<file path="src/rtl/token_lexer_if.sv">
// Byte-in / token-out bus of the lexer. The master modport is the lexer
// (byte consumer, token producer); the slave modport is the source/parser side.
interface token_lexer_if;
  logic        I_CHAR_VALID;
  logic [7:0]  I_CHAR;
  logic        O_CHAR_READY;
  logic        O_VALID;
  logic [15:0] O_TOKEN;
  logic        RECEIVE;
  logic        O_DONE;
  logic        O_ERROR;

  modport master (
    input  I_CHAR_VALID, I_CHAR, RECEIVE,
    output O_CHAR_READY, O_VALID, O_TOKEN, O_DONE, O_ERROR
  );

  modport slave (
    output I_CHAR_VALID, I_CHAR, RECEIVE,
    input  O_CHAR_READY, O_VALID, O_TOKEN, O_DONE, O_ERROR
  );
endinterface

</file>
<file path="src/rtl/token_lexer.sv">
// Character-stream lexer: groups decimal digits into 8-bit NUM tokens and emits
// PLUS/MUL/EOF tokens. Define TOKEN_LEXER_SAT_EN to clamp numbers at 8'hFF instead of wrapping.
module token_lexer #(
  parameter logic [7:0] EOF_CHAR   = 8'h0A,
  parameter logic [7:0] SPACE_CHAR = 8'h20
) (
  input logic          CLK,
  input logic          RST,
  token_lexer_if.master bus
);

`ifdef TOKEN_LEXER_SAT_EN
  localparam bit SAT_EN = 1'b1;
`else
  localparam bit SAT_EN = 1'b0;
`endif

  localparam logic [1:0] KIND_NUM  = 2'd0;
  localparam logic [1:0] KIND_PLUS = 2'd1;
  localparam logic [1:0] KIND_MUL  = 2'd2;
  localparam logic [1:0] KIND_EOF  = 2'd3;

  typedef enum logic [2:0] {
    S_IDLE, S_NUM, S_WAIT, S_WAIT_PEND, S_WAIT_EOF, S_DONE, S_ERROR
  } state_t;

  state_t      state_q, state_d;
  logic [7:0]  acc_q, acc_d;
  logic [1:0]  pend_q, pend_d;
  logic        valid_q, valid_d;
  logic [15:0] token_q, token_d;
  logic        done_q, done_d;
  logic        error_q, error_d;

  logic        char_ready;
  logic        xfer;
  logic        is_digit, is_space, is_plus, is_mul, is_eof, is_term;
  logic [7:0]  digit;
  logic [11:0] acc_mul;
  logic [7:0]  acc_step;
  logic [1:0]  term_kind;

  // Character classification and accumulator arithmetic
  always_comb begin
    is_digit  = (bus.I_CHAR >= 8'h30) && (bus.I_CHAR <= 8'h39);
    is_space  = (bus.I_CHAR == SPACE_CHAR);
    is_plus   = (bus.I_CHAR == 8'h2B);
    is_mul    = (bus.I_CHAR == 8'h2A);
    is_eof    = (bus.I_CHAR == EOF_CHAR);
    is_term   = is_plus || is_mul || is_eof;
    term_kind = is_plus ? KIND_PLUS : (is_mul ? KIND_MUL : KIND_EOF);
    digit     = bus.I_CHAR - 8'h30;
    acc_mul   = ({4'b0, acc_q} * 12'd10) + {4'b0, digit};
    // Any bit above the low byte means the value no longer fits in 8 bits
    acc_step  = (SAT_EN && (|acc_mul[11:8])) ? 8'hFF : acc_mul[7:0];
    xfer      = bus.I_CHAR_VALID && char_ready;
  end

  // State register
  always_ff @(posedge CLK) begin
    if (RST) begin
      state_q <= S_IDLE;
      acc_q   <= 8'h00;
      pend_q  <= KIND_NUM;
      valid_q <= 1'b0;
      token_q <= 16'h0000;
      done_q  <= 1'b0;
      error_q <= 1'b0;
    end else begin
      state_q <= state_d;
      acc_q   <= acc_d;
      pend_q  <= pend_d;
      valid_q <= valid_d;
      token_q <= token_d;
      done_q  <= done_d;
      error_q <= error_d;
    end
  end

  // Next-state logic
  always_comb begin
    state_d = state_q;
    case (state_q)
      S_IDLE: if (xfer) begin
        if (is_digit)                  state_d = S_NUM;
        else if (is_space)             state_d = S_IDLE;
        else if (is_plus || is_mul)    state_d = S_WAIT;
        else if (is_eof)               state_d = S_WAIT_EOF;
        else                           state_d = S_ERROR;
      end
      S_NUM: if (xfer) begin
        if (is_digit)                  state_d = S_NUM;
        else if (is_space)             state_d = S_WAIT;
        else if (is_term)              state_d = S_WAIT_PEND;
        else                           state_d = S_ERROR;
      end
      S_WAIT:      if (bus.RECEIVE) state_d = S_IDLE;
      S_WAIT_PEND: if (bus.RECEIVE) state_d = (pend_q == KIND_EOF) ? S_WAIT_EOF : S_WAIT;
      S_WAIT_EOF:  if (bus.RECEIVE) state_d = S_DONE;
      S_DONE:      state_d = S_DONE;
      S_ERROR:     state_d = S_ERROR;
      default:     state_d = S_IDLE;
    endcase
  end

  // Output / datapath logic; the ready flag depends on state alone
  always_comb begin
    char_ready = (state_q == S_IDLE) || (state_q == S_NUM);
    acc_d      = acc_q;
    pend_d     = pend_q;
    valid_d    = valid_q;
    token_d    = token_q;
    done_d     = done_q;
    error_d    = error_q;
    case (state_q)
      S_IDLE: if (xfer) begin
        if (is_digit) begin
          acc_d = digit;
        end else if (is_space) begin
          acc_d = acc_q;
        end else if (is_plus || is_mul) begin
          token_d = {6'b0, term_kind, 8'h00};
          valid_d = 1'b1;
        end else if (is_eof) begin
          token_d = 16'h0300;
          valid_d = 1'b1;
        end else begin
          error_d = 1'b1;
          valid_d = 1'b0;
        end
      end
      S_NUM: if (xfer) begin
        if (is_digit) begin
          acc_d = acc_step;
        end else if (is_space || is_term) begin
          token_d = {6'b0, KIND_NUM, acc_q};
          valid_d = 1'b1;
          if (!is_space) pend_d = term_kind;
        end else begin
          error_d = 1'b1;
          valid_d = 1'b0;
        end
      end
      S_WAIT: if (bus.RECEIVE) valid_d = 1'b0;
      // Pending terminator replaces the number on the same edge, valid stays high
      S_WAIT_PEND: if (bus.RECEIVE) token_d = {6'b0, pend_q, 8'h00};
      S_WAIT_EOF: if (bus.RECEIVE) begin
        valid_d = 1'b0;
        done_d  = 1'b1;
      end
      S_ERROR: begin
        error_d = 1'b1;
        valid_d = 1'b0;
      end
      default: ;
    endcase
  end

  assign bus.O_CHAR_READY = char_ready;
  assign bus.O_VALID      = valid_q;
  assign bus.O_TOKEN      = token_q;
  assign bus.O_DONE       = done_q;
  assign bus.O_ERROR      = error_q;

endmodule

</file>
<file path="src/flat_wrapper.sv">
// flat-port wrapper written by rule: the top's interface ports become plain ports
module token_lexer_flat 
#(
  parameter logic [7:0] EOF_CHAR   = 8'h0A,
  parameter logic [7:0] SPACE_CHAR = 8'h20
)
  (CLK, RST, bus_I_CHAR_VALID, bus_I_CHAR, bus_RECEIVE, bus_O_CHAR_READY, bus_O_VALID, bus_O_TOKEN, bus_O_DONE, bus_O_ERROR);
  token_lexer_if bus_i ();
  input logic CLK;
  input logic RST;
  input wire logic [$bits(bus_i.I_CHAR_VALID)-1:0] bus_I_CHAR_VALID;
  input wire logic [$bits(bus_i.I_CHAR)-1:0] bus_I_CHAR;
  input wire logic [$bits(bus_i.RECEIVE)-1:0] bus_RECEIVE;
  output wire logic [$bits(bus_i.O_CHAR_READY)-1:0] bus_O_CHAR_READY;
  output wire logic [$bits(bus_i.O_VALID)-1:0] bus_O_VALID;
  output wire logic [$bits(bus_i.O_TOKEN)-1:0] bus_O_TOKEN;
  output wire logic [$bits(bus_i.O_DONE)-1:0] bus_O_DONE;
  output wire logic [$bits(bus_i.O_ERROR)-1:0] bus_O_ERROR;
  assign bus_i.I_CHAR_VALID = bus_I_CHAR_VALID;
  assign bus_i.I_CHAR = bus_I_CHAR;
  assign bus_i.RECEIVE = bus_RECEIVE;
  assign bus_O_CHAR_READY = bus_i.O_CHAR_READY;
  assign bus_O_VALID = bus_i.O_VALID;
  assign bus_O_TOKEN = bus_i.O_TOKEN;
  assign bus_O_DONE = bus_i.O_DONE;
  assign bus_O_ERROR = bus_i.O_ERROR;
  token_lexer #(.EOF_CHAR(EOF_CHAR), .SPACE_CHAR(SPACE_CHAR)) u_core (.CLK(CLK), .RST(RST), .bus(bus_i));
endmodule
</file>
<file path="config.mk">
export PLATFORM = sky130hd
export DESIGN_NAME = token_lexer_flat
export DESIGN_NICKNAME = d
export VERILOG_FILES = /design/src/rtl/token_lexer_if.sv /design/src/rtl/token_lexer.sv /design/src/flat_wrapper.sv
export SDC_FILE = /design/constraint.sdc
export NUM_CORES = 1
export LEC_CHECK = 0
export ABC_AREA = 1
export CAP_MARGIN = 20
export CORE_ASPECT_RATIO = 1.75
export CORE_MARGIN = 4
export CORE_UTILIZATION = 49
export CTS_BUF_LIST = sky130_fd_sc_hd__clkbuf_8 sky130_fd_sc_hd__clkbuf_16
export DETAILED_ROUTE_END_ITERATION = 10
export PLACE_DENSITY = 0.85
export SYNTH_ARGS = -nofsm -noshare
export SYNTH_HDL_FRONTEND = slang
export SYNTH_SLANG_ARGS = --single-unit
export TNS_END_PERCENT = 1
</file>
<file path="constraint.sdc">
create_clock -name CLK -period 2.5 [get_ports CLK]
set_input_delay 0.25 -clock CLK [delete_from_list [all_inputs] [get_ports CLK]]
set_output_delay 0.25 -clock CLK [all_outputs]
set_load 0.03 [all_outputs]
</file>
==> results of run 1 <==
final cells by class:
class	instances	area share
clock buffer	3	0.0163
clock inverter	1	0.0119
inverter	43	0.0639
multi-input combinational	243	0.544
sequential	26	0.209
tap	48	0.0238
timing repair buffer	36	0.132
tightest hold or removal path, delay by kind of cell (launching register included):
kind / cells / cell delay [ns]
flip-flops: 1 / 0.32
buffers and inverters: 1 / 0.05
AO/OA/AOI/OAI: 1 / 0.05
placed cells by master (no fill, tap or decap), types with 2 or more instances in the layout:
| cell type | instances |
|---|---|
| nand3_1 | 21 |
| nand3_2 | 4 |
| nand2_1 | 74 |
| nor2_2 | 7 |
| clkdlybuf4s50_1 | 25 |
| o21ai_0 | 15 |
| a21oi_1 | 23 |
| inv_2 | 12 |
| ha_1 | 11 |
| ha_4 | 4 |
| xor2_1 | 3 |
| nor2_1 | 40 |
| inv_1 | 31 |
| nor2_4 | 2 |
| clkbuf_8 | 3 |
| dfxtp_1 | 22 |
| a22oi_1 | 2 |
| dfxtp_2 | 3 |
| conb_1 | 6 |
| nand4_1 | 13 |
| a31oi_1 | 2 |
| buf_4 | 11 |
| nand2_2 | 2 |
| o21ai_1 | 5 |
power breakdown:
part / internal [mW] / switching, mW
sequential: 0.533 / 0.0861
clock: 0.214 / 0.137
combinational: 0.478 / 0.769
total: 1.22 / 0.993
repair_timing:
item / 4_1_cts / 5_1_grt
setup endpoints to repair: 1 / 1
pin swaps: 1 / 4
hold buffers: 0 / 0
buffers inserted: 1 / 2
cloned: 0 / 0
resized for setup: 3 / 14
through the flow:
step / utilization / worst slack [ns] / power (mW)
after global placement: 0.596 / 0.0882 / 1.83
after CTS: 0.619 / 0.0288 / 2.21
after floorplan: - / 0.133 / 1.49
after global routing: 0.641 / -0.0391 / 2.40
final: 0.641 / 0.0743 / 2.22
after detailed placement: 0.596 / -0.0138 / 1.86
state kept, by name (all words and copies together) (netlist names):
| register | count |
|---|---|
| u_core.state_q | 3 |
| u_core.pend_q | 2 |
| u_core.acc_q | 8 |
| u_core.bus.O_ERROR | 1 |
| u_core.bus.O_DONE | 1 |
| u_core.bus.O_TOKEN | 10 |
| u_core.bus.O_VALID | 1 |
worst paths after layout:
check / from / endpoint / slack, ns
worst max register to register: u_core.acc_q[2]$_SDFFE_PP0P_ / u_core.acc_q[7]$_SDFFE_PP0P_ / 0.07
worst max-delay path: u_core.acc_q[2]$_SDFFE_PP0P_ / u_core.acc_q[7]$_SDFFE_PP0P_ / 0.07
worst min register to register: u_core.bus.O_DONE$_SDFFE_PP0P_ / u_core.bus.O_DONE$_SDFFE_PP0P_ / 0.46
worst min-delay path: u_core.bus.O_DONE$_SDFFE_PP0P_ / u_core.bus.O_DONE$_SDFFE_PP0P_ / 0.46
cells by family after synthesis:
kind of cell             Yosys count  share of synthesized area
XOR/XNOR                           4                     0.0171
flip-flops                        26                      0.255
AO/OA/AOI/OAI                     48                      0.122
other                              1                    0.00184
AND/OR/NAND/NOR                  167                      0.366
adder cells (fa/ha/maj)           18                      0.118
buffers and inverters             57                      0.120
metal layers:
layer / global-route usage / share of wire / up-vias
li1: - / - / 1091
met5: 0 / 0 / -
met4: 0.137 / 0.068 / 0
met2: 0.360 / 0.53 / 70
met1: 0.196 / 0.36 / 942
met3: 0.0166 / 0.042 / 30
==> metrics.md, run 1 <==
| Metric | Value |
|---|---|
| Multi-input logic area | `1370 µm²` |
| Gr usage total | `0.194` |
| Hold Crit Depth | `2` |
| # diodes | `0` |
| Hold Path Class | `reg -> reg` |
| Initial antenna violation count | `0` |
| Final Routed Wirelength | `5.13 mm` |
| Port Buffers | `25` |
| Synth top area share | `0.255` |
| Later-pin clock latency in the skew report | `0.27 ns` |
| Vias in the first global route | `2,046` |
| Hold_ws | `0.457 ns` |
| Final RePlAce weighted congestion | `0.982` |
| Yosys cell types | `28` |
| Slew @ Worst Pin | `0.530 ns` |
| DR vias | `2,133` |
| PwrDens | `877 nW/µm²` |
| Final hold vios | `0` |
| Number of synthesized flops with an enable pin | `0` |
| Final non-filler cell total | `400` |
| Peak VDD IR | `640 µV` |
| Fmax | `412 MHz` |
| Via-to-Cell Ratio | `5.33` |
| Synthesized cell area | `2040 µm²` |
| Stages on the worst setup path | `13` |
| Final instance area | `2530 µm²` |
| Clock root cell | `clkbuf_8` |
| Bufs on Longest Clock Path | `2` |
| Post-Place Cells | `393` |
| Yosys Warn Count | `0` |
| Share of cells above drive strength 1 | `0.156` |
| Crit path time final | `2.43 ns` |
| Slew HR | `0.647` |
| CP top delay family | `adder cells` |
| CTS tree | `built` |
| Final setup TNS | `0 ns` |
| Flops & latches, synth | `26` |
| WL per Instance | `12.8 µm` |
| First-pass DRT Iterations | `4` |
| Post-placement cell area | `2350 µm²` |
| Core Area | `3940 µm²` |
| # rows | `30` |
| Final clock period utilization by the worst path | `0.970` |
| # setup viols final | `0` |
| Top cells by area, synth | `dfxtp_1, nand2_1, ha_1, nor2_1, nand3_1` |
| Die footprint | `5310 µm²` |
| Worst path required time | `2.69 ns` |
| Post-synth top flop | `dfxtp_1` |
| Post-synth top cells | `nand2_1, nor2_1, inv_1` |
| Storage cell area | `528 µm²` |
| Slowest cell on crit path | `dfxtp_4` |
| Syn_area_per_cell | `6.37 µm²` |
| Remaining DRCs | `0` |
| Most common cell in the synthesized netlist | `nand2_1` |
| Run status | `complete, no violations` |
| Worst setup SP type | `flip-flop` |
| Layout Area Growth over Synthesis | `23.7%` |
| Count of final max-slew check failures | `0` |
| Slowest stage delay, CP | `0.37 ns` |
| I/O Pins | `32` |
| Leading area contributor after synthesis | `dfxtp_1` |
| Pin count of the biggest net entering global routing | `20` |
| Congestion Overflow GR | `0` |
| Iteration-0 DRC Markers | `90` |
| Max cap viols | `0` |
| Final ANT Viol Nets | `0` |
| Critical path, cell by cell | `ha_1 > ha_2 > fa_2 > xor2_1 > ha_1 > a21oi_1 > nand3_2 > nand3_2 > nand3_2 > nand2_1 > nand3_1 > nand2_1 > inv_1` |
| Worst Reg-to-Reg Cells | `13` |
| Most used cell, CP | `nand3_2` |
| H-tree Lvls | `1` |
| Worst Skew | `0.00474 ns` |
| Leakage power | `1.14 nW` |
| Critical path arrival | `2.61 ns` |
| Cells after synthesis | `321` |
| Num CTS Buffers | `3` |
| Die X-Extent | `56.8 µm` |
| CP bufs+invs | `1` |
| Sequential element share of the synthesized area | `0.255` |
| Initial core utilization | `0.518` |
| Fin nets | `383` |
| Die height | `93.4 µm` |
| First-pass GRT wire length | `8.36 mm` |
| Clock-pin slew on the worst setup and hold paths | `0.09 ns` |
| Fraction of registers with async set/reset | `0` |
| Detail Placement HPWL | `3.91 mm` |
| Crit. End Element | `flip-flop` |
| Crit Path Class | `reg -> reg` |
| Fill cells | `373` |
| Clock sink count | `26` |
| CP Max Fanout | `4` |
No activity file was read; power rests on OpenSTA's default activity.
==> inputs of run 2 (changes only) <==
--- a/config.mk
+++ b/config.mk
@@ -13,6 +13,7 @@
 export CTS_BUF_LIST = sky130_fd_sc_hd__clkbuf_8 sky130_fd_sc_hd__clkbuf_16
 export DETAILED_ROUTE_END_ITERATION = 10
 export PLACE_DENSITY = 0.85
+export RECOVER_POWER = 100
 export SYNTH_ARGS = -nofsm -noshare
 export SYNTH_HDL_FRONTEND = slang
 export SYNTH_SLANG_ARGS = --single-unit
==> metrics.md, run 2 (synthesized netlist as in run 1, its figures left out) <==
| Metric | Value |
|---|---|
| Hold Path Class | `reg -> reg` |
| Peak VDD IR | `631 µV` |
| Internal | `1.18 mW` |
| First-pass GRT wire length | `8.36 mm` |
| Remaining DRCs | `0` |
| P_sw | `0.986 mW` |
| Clock power frac | `0.163` |
| Initial antenna violation count | `0` |
| Via-to-Cell Ratio | `5.29` |
| Crit path time final | `2.43 ns` |
| PwrDens | `861 nW/µm²` |
| Final RePlAce weighted congestion | `0.982` |
| Worst Skew | `0.00503 ns` |
| Final instance area | `2520 µm²` |
| Leakage power | `1.18 nW` |
| I/O Pins | `32` |
| Crit Path Class | `reg -> reg` |
| Count of final max-slew check failures | `0` |
| Gr usage total | `0.194` |
| DR vias | `2,116` |
| Core Area | `3940 µm²` |
| Die height | `93.4 µm` |
| Final hold vios | `0` |
| Max cap viols | `0` |
| # diodes | `0` |
| Switching share of power | `0.455` |
| Critical path arrival | `2.61 ns` |
| Max reg flops | `10` |
| Pin count of the biggest net entering global routing | `20` |
| Gate power share | `0.554` |
| Worst path required time | `2.69 ns` |
| Num CTS Buffers | `3` |
| Crit. End Element | `flip-flop` |
| # setup viols final | `0` |
| Layout Area Growth over Synthesis | `23.1%` |
| Post-placement cell area | `2350 µm²` |
| Fmax | `412 MHz` |
| Worst setup SP type | `flip-flop` |
| Bufs on Longest Clock Path | `2` |
| Die X-Extent | `56.8 µm` |
| H-tree Lvls | `1` |
| Vias in the first global route | `2,046` |
| Post-place setup slack | `-0.0138 ns` |
| Most common cell after layout, fill and taps aside | `nand2_1` |
| WL per Instance | `12.9 µm` |
| Fin nets | `383` |
| Setup ws final | `0.0743 ns` |
| Initial core utilization | `0.518` |
| Slew HR | `0.650` |
| Congestion Overflow GR | `0` |
| Final clock period utilization by the worst path | `0.970` |
| Hold_buf cts | `0` |
| CTS tree | `built` |
| Most frequent cells in the layout | `nand2_1, nor2_1, inv_1` |
| Sequential power share | `0.283` |
| Port Buffers | `25` |
| Clock-pin slew on the worst setup and hold paths | `0.09 ns` |
| Detail Placement HPWL | `3.91 mm` |
| Later-pin clock latency in the skew report | `0.28 ns` |
| Final Routed Wirelength | `5.16 mm` |
| Run status | `complete, no violations` |
| Slew @ Worst Pin | `0.525 ns` |
| # rows | `30` |
| Share of cells above drive strength 1 | `0.142` |
| Clock sink count | `26` |
| CP Max Fanout | `4` |
| Final ANT Viol Nets | `0` |
| First-pass DRT Iterations | `4` |
| Die footprint | `5310 µm²` |
| Iteration-0 DRC Markers | `89` |
| Clock root cell | `clkbuf_8` |
## run 2: critical path, stage by stage, from the launching register on
cell     delay, ns
dfxtp_4       0.37
ha_1          0.19
ha_2          0.20
fa_2          0.34
xor2_1        0.15
ha_1          0.32
a21oi_1       0.20
nand3_2       0.12
nand3_2       0.11
nand3_2       0.08
nand2_1       0.08
nand3_1       0.07
nand2_1       0.06
inv_1         0.03
## run 2: per-stage QoR
step / TNS [ns] / power [mW] / instances / hold slack, ns / utilization
3_5_place_dp: -0.0138 / 1.86 / 393 / 0.443 / 0.596
6_report: 0 / 2.17 / 400 / 0.454 / 0.638
2_1_floorplan: 0 / 1.49 / 326 / 0.385 / -
5_1_grt: -0.0384 / 2.34 / 400 / 0.477 / 0.638
4_1_cts: 0 / 2.21 / 398 / 0.459 / 0.619
3_3_place_gp: 0 / 1.83 / 393 / 0.437 / 0.596
## run 2: final cells by class
cell class | count | area [µm²]
Fill cell | 378 | 1430
Clock buffer | 3 | 41.3
Inverter | 43 | 161
Timing Repair Buffer | 36 | 329
Sequential cell | 26 | 528
Tap cell | 48 | 60.1
Multi-Input combinational cell | 243 | 1370
Clock inverter | 1 | 30.0
## run 2: power groups by stage
stage | Combinational [mW] | Clock (mW) | Sequential [mW]
after floorplan | 0.691 | 0 | 0.795
after global placement | 1.21 | 0 | 0.624
after detailed placement | 1.23 | 0 | 0.631
after CTS | 1.24 | 0.353 | 0.621
after global routing | 1.34 | 0.369 | 0.636
final | 1.20 | 0.352 | 0.613
## run 2: path summary, 6_finish.rpt
check	end	cells past startpoint	slack (ns)	from
max	u_core.acc_q[7]$_SDFFE_PP0P_	13	0.07	u_core.acc_q[2]$_SDFFE_PP0P_
min	u_core.bus.O_DONE$_SDFFE_PP0P_	2	0.45	u_core.bus.O_DONE$_SDFFE_PP0P_
max reg2reg	u_core.acc_q[7]$_SDFFE_PP0P_	13	0.07	u_core.acc_q[2]$_SDFFE_PP0P_
min reg2reg	u_core.bus.O_DONE$_SDFFE_PP0P_	2	0.45	u_core.bus.O_DONE$_SDFFE_PP0P_
## run 2: metal layers
layer | part of all wire | global-route usage | up-vias
met3 | 0.039 | 0.0166 | 27
met2 | 0.53 | 0.360 | 65
li1 | - | - | 1088
met4 | 0.059 | 0.137 | 0
met5 | 0 | 0 | -
met1 | 0.37 | 0.196 | 936
## run 2: what timing repair did
action / in CTS / in global routing
buffers inserted: 1 / 2
resized for setup: 3 / 14
endpoints found under the setup margin: 1 / 1
pin swaps: 1 / 4
